### src/rtl/calc_pkg.sv
// Shared definitions for the 4-bit signed calculator: opcodes, error codes
// and the operation sequencer state encoding.
package calc_pkg;

    localparam logic [1:0] OP_ADD = 2'b00;
    localparam logic [1:0] OP_SUB = 2'b01;
    localparam logic [1:0] OP_MUL = 2'b10;
    localparam logic [1:0] OP_ILL = 2'b11;

    localparam logic [1:0] ERR_OK  = 2'b00;
    localparam logic [1:0] ERR_TMO = 2'b01;
    localparam logic [1:0] ERR_RNG = 2'b10;
    localparam logic [1:0] ERR_ILL = 2'b11;

    typedef enum logic [2:0] {
        IDLE     = 3'd0,
        ALU      = 3'd1,
        ISSUE    = 3'd2,
        WAIT_MUL = 3'd3,
        DONE     = 3'd4
    } seq_state_t;

endpackage

### src/rtl/calc_addsub_unit.sv
// Combinational 4-bit signed add/sub producing a sign-extended 8-bit result
// and a flag for results that do not fit back into 4 signed bits.
module calc_addsub_unit (
    input  logic [3:0] a,
    input  logic [3:0] b,
    input  logic       sub,
    output logic [7:0] sum,
    output logic       out_of_range
);

    logic [7:0] a_ext;
    logic [7:0] b_ext;

    always_comb begin
        a_ext = {{4{a[3]}}, a};
        b_ext = {{4{b[3]}}, b};
        sum   = sub ? (a_ext - b_ext) : (a_ext + b_ext);
        // In -8..+7 exactly when bits 7..3 are all copies of the sign.
        out_of_range = !((sum[7:3] == 5'b00000) || (sum[7:3] == 5'b11111));
    end

endmodule

### src/rtl/calc_op_sequencer.sv
// Accepts one add/sub/mul at a time, computes add/sub locally, dispatches mul
// to the shared multiplier and bounds the wait with a watchdog.
module calc_op_sequencer
    import calc_pkg::*;
#(
    parameter int TIMEOUT_CYCLES = 15
) (
    input  logic       clk,
    input  logic       rst,
    input  logic       op_valid,
    output logic       op_ready,
    input  logic [1:0] op_code,
    input  logic [3:0] a,
    input  logic [3:0] b,
    output logic       mul_start,
    output logic [3:0] mul_a,
    output logic [3:0] mul_b,
    input  logic       mul_done,
    input  logic [7:0] mul_c,
    output logic [7:0] result,
    output logic [1:0] err,
    output logic       result_valid
);

    localparam logic [7:0] TIMER_LAST = 8'(TIMEOUT_CYCLES - 1);

    seq_state_t state_q, state_d;
    logic [1:0] op_q, op_d;
    logic [3:0] mul_a_q, mul_a_d;
    logic [3:0] mul_b_q, mul_b_d;
    logic [7:0] result_q, result_d;
    logic [1:0] err_q, err_d;
    logic [7:0] timer_q, timer_d;

    logic [7:0] addsub_sum;
    logic       addsub_oor;

    // The captured operands feed both the multiplier and the add/sub unit.
    calc_addsub_unit u_addsub (
        .a            (mul_a_q),
        .b            (mul_b_q),
        .sub          (op_q == OP_SUB),
        .sum          (addsub_sum),
        .out_of_range (addsub_oor)
    );

    always_ff @(posedge clk) begin
        if (rst) begin
            state_q  <= IDLE;
            op_q     <= OP_ADD;
            mul_a_q  <= 4'h0;
            mul_b_q  <= 4'h0;
            result_q <= 8'h00;
            err_q    <= ERR_OK;
            timer_q  <= 8'h00;
        end else begin
            state_q  <= state_d;
            op_q     <= op_d;
            mul_a_q  <= mul_a_d;
            mul_b_q  <= mul_b_d;
            result_q <= result_d;
            err_q    <= err_d;
            timer_q  <= timer_d;
        end
    end

    always_comb begin
        state_d   = state_q;
        op_d      = op_q;
        mul_a_d   = mul_a_q;
        mul_b_d   = mul_b_q;
        result_d  = result_q;
        err_d     = err_q;
        timer_d   = timer_q;
        mul_start = 1'b0;

        case (state_q)
            IDLE: begin
                if (op_valid) begin
                    mul_a_d = a;
                    mul_b_d = b;
                    op_d    = op_code;
                    case (op_code)
                        OP_ADD, OP_SUB: state_d = ALU;
                        OP_MUL:         state_d = ISSUE;
                        default: begin
                            result_d = 8'h00;
                            err_d    = ERR_ILL;
                            state_d  = DONE;
                        end
                    endcase
                end
            end
            ALU: begin
                result_d = addsub_sum;
                err_d    = addsub_oor ? ERR_RNG : ERR_OK;
                state_d  = DONE;
            end
            ISSUE: begin
                mul_start = 1'b1;
                timer_d   = 8'h00;
                state_d   = WAIT_MUL;
            end
            WAIT_MUL: begin
                timer_d = timer_q + 8'h01;
                // A completion landing on the last watchdog cycle still counts.
                if (mul_done) begin
                    result_d = mul_c;
                    err_d    = ERR_OK;
                    state_d  = DONE;
                end else if (timer_q == TIMER_LAST) begin
                    result_d = 8'h00;
                    err_d    = ERR_TMO;
                    state_d  = DONE;
                end
            end
            DONE: begin
                state_d = IDLE;
            end
            default: begin
                state_d = IDLE;
            end
        endcase
    end

    assign op_ready     = (state_q == IDLE);
    assign result_valid = (state_q == DONE);
    assign mul_a        = mul_a_q;
    assign mul_b        = mul_b_q;
    assign result       = result_q;
    assign err          = err_q;

endmodule

### config.mk
export PLATFORM = sky130hd
export DESIGN_NAME = calc_op_sequencer
export DESIGN_NICKNAME = d
export VERILOG_FILES = /design/src/rtl/calc_pkg.sv /design/src/rtl/calc_addsub_unit.sv /design/src/rtl/calc_op_sequencer.sv
export SDC_FILE = /design/constraint.sdc
export NUM_CORES = 1
export LEC_CHECK = 0
export CAP_MARGIN = 25
export CELL_PAD_IN_SITES_DETAIL_PLACEMENT = 1
export CELL_PAD_IN_SITES_GLOBAL_PLACEMENT = 1
export CORE_MARGIN = 2
export CORE_UTILIZATION = 30
export CTS_CLUSTER_DIAMETER = 200
export DETAILED_ROUTE_END_ITERATION = 10
export PLACE_DENSITY_LB_ADDON = 0.1
export SKIP_LAST_GASP = 1
export SLEW_MARGIN = 20
export SYNTH_ARGS = -nofsm -noshare
export SYNTH_HDL_FRONTEND = slang
export SYNTH_SLANG_ARGS = --single-unit
### constraint.sdc
create_clock -name clk -period 3.8 [get_ports clk]
set_input_delay 0.57 -clock clk [delete_from_list [all_inputs] [get_ports clk]]
set_output_delay 0.57 -clock clk [all_outputs]
set_load 0.01 [all_outputs]
==> results.toml, run 1 <==
[synthesis]
synth-simple-area-share = 0.262
synth_top_family_by_area = "simple AND/OR/NAND/NOR gates"
yosys.area_share.adder = 0.0671
ys_warn_count = 0
synth_top_area_cell = "dfxtp_1"
synth-seq-cells = 31
ys.flop_type = "dfxtp_1"
syn_area_per_cell_um2 = 7.67
synth_top_area_share = 0.387
synth_edf_count = 0
synth_mux_area_frac = 0.0133
syn_area_um2 = 1600
synth_area_leaders = "dfxtp_1, a21oi_1, nand2_1, ha_1, o21ai_0"
syn-num-nets = 239
synth-compound-area-share = 0.186
ys_seq_area_frac = 0.387
synth_xor_xnor_area_share = 0.0328
synth_cells = 209
synthDistinctLibCells = 33
synth_common_cells = "dfxtp_1, nand2_1, a21oi_1"
synthArstFlopShare = 0

[global_route]
first_global_vias = 1667
overflow = 0
track_usage = 0.168
use_met1 = 0.205
grt_max_degree = 28
grtUsageMet2 = 0.287
grt_busiest_layer = "met2"
grt_pass1_wl_um = 8000
antenna_found_initial = 0
use_met3 = 0.0494

[sta]
hold_viol = 0
maxSlewHeadroom = 0.497
finalClockSkew_ps = 10.9
rsz0062_at_grt = "false"
maxSlewViolCount = 0
setup_tns_ps = 0
fin_crit_sh = 0.705
holdWs_ps = 459
worst_pin_slew_ps = 747
fin_crit_ps = 2680
fmax_mhz = 373
setup_viol = 0

[clocking]
cts_max_level = 2
cts_buffers = 5
post_cts_buffers = 0
cts_sinks = 31
post_cts_resized = 0
clk_latency_ps = 290
cts_tree = "yes"
clockBufferDepth = 2
cts_hold_buf = 0
path_clk_slew_ps = 60
cts_root_buf = "clkbuf_8"

[die]
die-width_um = 77.1
die-area_um2 = 5950
io_pins = 43
coreArea_um2 = 5140
start_util = 0.312
rows = 26
die_y_um = 77.1

[critical_path]
rr_worst_depth = 9
timing.rr.start = "op_q[0]"
crit_required_ps = 3230
cpMostUsedCell = "inv_1"
crit_start = "state_q[1]"
crit_arrival_ps = 2110
critPathCaptureType = "output port"
cp_slowest_cell = "dfxtp_1"
crit_fanout = 16
endpoint = "mul_start"
path_cells = "inv_1 > or3_1 > inv_1 > clkdlybuf4s50_1"
rrSetupSlack_ps = 1250
critical_path_class = "register to output port"
reg2reg_to = "result[4]"
crit_path_max_incr_delay_ps = 620
crit_path_start_kind = "register"

[power_and_ir_drop]
pwr_density_cell_nw_per_um2 = 547
ir_drop_mv = 0.282
power.total_uw = 1190
p_leak_uw = 0.000791

[placement]
port_buffers = 42
gp_congestion = 0.754
dp_hpwl_um = 3300
dp.cells = 313
post_dp_cell_area_um2 = 2080

[routing]
wire_per_inst_um = 13.9
drt_first_pass_iters = 4
wirelength_um = 4450
ant_nets = 0
vias = 1573
drc = 0
drtIter0Drc = 37
viasPerCell = 4.90

[cells_and_area]
area_growth_pct = 35.7
layout.nets = 280
finalInstanceArea_um2 = 2180
antenna-diode-count = 0
fin_cells = 321
drive_gt1_frac = 0.0398

[status]
outcome = "completed"

[worst_hold_path]
min-delay-path-class = "register to register"

[flow_run]
cap_viol_max_count = 0
[stage by stage]
stage / worst slack (ps) / utilization
5_1_grt: 958 / 0.424
4_1_cts: 1080 / 0.424
2_1_floorplan: 1380 / -
3_5_place_dp: 1200 / 0.404
3_3_place_gp: 1250 / 0.404
6_report: 1120 / 0.424
[layout make-up]
| class | instances | area (um2) |
|---|---|---|
| Clock buffer | 8 | 100 |
| Fill cell | 670 | 2960 |
| Inverter | 11 | 41.3 |
| Multi-Input combinational cell | 158 | 900 |
| Sequential cell | 31 | 621 |
| Tap cell | 70 | 87.6 |
| Timing Repair Buffer | 43 | 428 |
[cells by family (layout without fill, tap and decap cells)]
family | after synthesis | after routing
AOI/OAI and AO/OA | 54 | 54
muxes | 2 | 2
DFF | 31 | 31
and+or+nand+nor | 88 | 88
buffers and inverters | 20 | 62
adders and majority gates | 8 | 8
xor gates and xnor gates | 6 | 6
[cell usage in the layout, fill, tap and decap left out, types with 2 or more instances in the layout]
| cell type | n |
|---|---|
| xnor2_1 | 5 |
| nand2b_1 | 3 |
| nand3_1 | 7 |
| a21oi_1 | 28 |
| or3_1 | 4 |
| nand2_1 | 31 |
| o21ai_0 | 13 |
| o211ai_1 | 2 |
| a31oi_1 | 5 |
| and2_1 | 3 |
| clkbuf_8 | 7 |
| dfxtp_1 | 31 |
| inv_1 | 11 |
| nor3_1 | 9 |
| nor3b_1 | 2 |
| clkdlybuf4s50_1 | 42 |
| nor2b_1 | 4 |
| nand3b_1 | 2 |
| a22oi_1 | 4 |
| nor4_1 | 2 |
| ha_1 | 7 |
| nor2_1 | 16 |
| nand4_1 | 2 |
[power by group]
part,internal (uW),leakage [uW],total [uW],switching [uW]
clock,165,0.0000515,290,124
combinational,233,0.000487,475,242
sequential,372,0.000253,425,53.3
[critical path: cells and delay by family, from the launching register on]
family / cells / cell delay (ps)
and+or+nand+nor: 1 / 380
buffers and inverters: 3 / 820
DFF: 1 / 620
[per-layer routing]
layer	share of wire	wire [um]
met1	0.46	2030
met2	0.50	2210
met3	0.034	152
met4	0.012	55
met5	0	0
[state kept, by name (all words and copies together) (netlist names)]
name and count:
err 2, mul_a 4, mul_b 4, op_q 2, result 8, state_q 3, timer_q 8
[how the worst min path moves through the flow]
| stage | startpoint | end | slack, ps | cells after the start |
|---|---|---|---|---|
| floorplan | op_q[0] | op_q[0] | 430 | 2 |
| global placement | op_q[0] | op_q[0] | 450 | 2 |
| detailed placement | op_q[0] | op_q[0] | 450 | 2 |
| CTS | op_q[0] | op_q[0] | 460 | 2 |
| global route | op_q[0] | op_q[0] | 500 | 2 |
| finish | op_q[0] | op_q[0] | 460 | 2 |
Note: power is estimated with default switching activity, not from simulation.
==> inputs of run 2 (changes only) <==
==> constraint.sdc (replaced) <==
create_clock -name clk -period 2.5 [get_ports clk]
set_input_delay 0.375 -clock clk [delete_from_list [all_inputs] [get_ports clk]]
set_output_delay 0.375 -clock clk [all_outputs]
set_load 0.01 [all_outputs]
==> results.toml, run 2 (synthesized netlist as in run 1, its figures left out) <==
[status]
outcome = "completed"

[cells_and_area]
final_common_cell = "clkdlybuf4s50_1"
seq_area_um2 = 623
layout_common_cells = "clkdlybuf4s50_1, nand2_1, dfxtp_1"
layout.nets = 291
area_growth_pct = 44.5
fillers = 638
antenna-diode-count = 0
fin_util = 0.451
multi_input_area_um2 = 952
drive_gt1_frac = 0.126

[global_route]
antenna_found_initial = 0
grt_pass1_wl_um = 7850
grt_max_degree = 16
track_usage = 0.163
first_global_vias = 1650
overflow = 0

[clocking]
path_clk_slew_ps = 70
cts_tree = "yes"
cts_sinks = 31
cts_hold_buf = 0
cts_buffers = 5
cts_root_buf = "clkbuf_8"
clk_latency_ps = 280
clockBufferDepth = 2
cts_max_level = 2

[die]
die-area_um2 = 5950
die-width_um = 77.1
io_pins = 43
rows = 26
die_y_um = 77.1
coreArea_um2 = 5140
start_util = 0.312

[routing]
wire_per_inst_um = 13.7
viasPerCell = 4.83
drtIter0Drc = 66
vias = 1602
drt_first_pass_iters = 4
drc = 0
ant_nets = 0
wirelength_um = 4550

[placement]
pre_cts_ws_ps = 66.3
port_buffers = 42
dp_hpwl_um = 3480
gp_congestion = 0.734

[sta]
setup_viol = 0
fin_crit_sh = 0.963
maxSlewViolCount = 0
maxSlewHeadroom = 0.565
setup_tns_ps = 0
worst_pin_slew_ps = 647
finalClockSkew_ps = 7.85
hold_viol = 0
fmax_mhz = 415
fin_crit_ps = 2410
layout_setup_ws_ps = 92.8

[power_and_ir_drop]
pwr_density_cell_nw_per_um2 = 849
ir_drop_mv = 0.393
p_leak_uw = 0.000859

[critical_path]
crit_path_start_kind = "register"
critical_path.top_delay_family = "adder cells"
crit_path_max_incr_delay_ps = 400
cp_num_buf_inv = 2
critPathCaptureType = "register"
crit_required_ps = 2640
crit_fanout = 2
cp_slowest_cell = "fa_2"
path_cells = "inv_2 > ha_4 > mux2_4 > fa_2 > nand2b_4 > a21oi_4 > xnor2_2 > xnor2_1 > buf_4 > mux2i_1 > a211oi_1"
critical_path_class = "register to register"
crit_arrival_ps = 2550

[flow_run]
cap_viol_max_count = 0

[worst_hold_path]
min-delay-path-class = "register to register"
==> run 2: cell types whose count changed in the layout (fill, tap and decap cells not counted), sizes merged <==
cell,change
buf,+11
clkbuf,-1
clkinvlp,+1
==> run 2: layout make-up <==
| class | instances | area share |
|---|---|---|
| Multi-Input combinational cell | 158 | 0.411 |
| Sequential cell | 31 | 0.269 |
| Timing Repair Buffer | 54 | 0.220 |
| Clock buffer | 7 | 0.0416 |
| Tap cell | 70 | 0.0378 |
| Inverter | 11 | 0.0178 |
| Clock inverter | 1 | 0.00324 |
==> run 2: path summary, 6_finish.rpt <==
kind / start / cells past startpoint / end / slack (ps)
max: mul_b[1] / 11 / err[1] / 90
max reg2reg: mul_b[1] / 11 / err[1] / 90
min: op_q[0] / 2 / op_q[0] / 480
min reg2reg: op_q[0] / 2 / op_q[0] / 480
==> run 2: routing by layer <==
layer	vias to the layer above	routed length, um	global-route usage
li1	827	-	-
met1	752	2170	0.209
met2	19	2230	0.276
met3	4	108	0.0353
met4	0	38	0.0429
met5	-	0	0
==> run 2: metrics by stage <==
step | hold slack, ps | instance area (um2) | std cells | total power (uW)
after floorplan | 432 | 1600 | 209 | 1110
after global placement | 454 | 2150 | 323 | 1430
after detailed placement | 461 | 2150 | 323 | 1440
after CTS | 475 | 2260 | 331 | 1890
after global routing | 508 | 2320 | 332 | 2130
final | 480 | 2320 | 332 | 1970
==> run 2: what timing repair did <==
action / in CTS / in global routing
gates resized for setup: 0 / 13
endpoints found under the setup margin: 0 / 5
buffers inserted: 0 / 1
==> run 2: worst reg2reg max path: cells and delay by family (launching register included) <==
family | cells | cell delay [ps]
and+or+nand+nor | 1 | 160
buffers and inverters | 2 | 200
AOI/OAI and AO/OA | 2 | 230
adders and majority gates | 2 | 620
DFF | 1 | 340
muxes | 2 | 450
xor gates and xnor gates | 2 | 270
==> run 2: report_power, final <==
group          leakage (uW)  switching, uW  internal, uW  total (uW)
registers          0.000254           64.5           566         631
logic              0.000555            442           452         895
clock network     0.0000505            193           250         443
total              0.000859            700          1270        1970
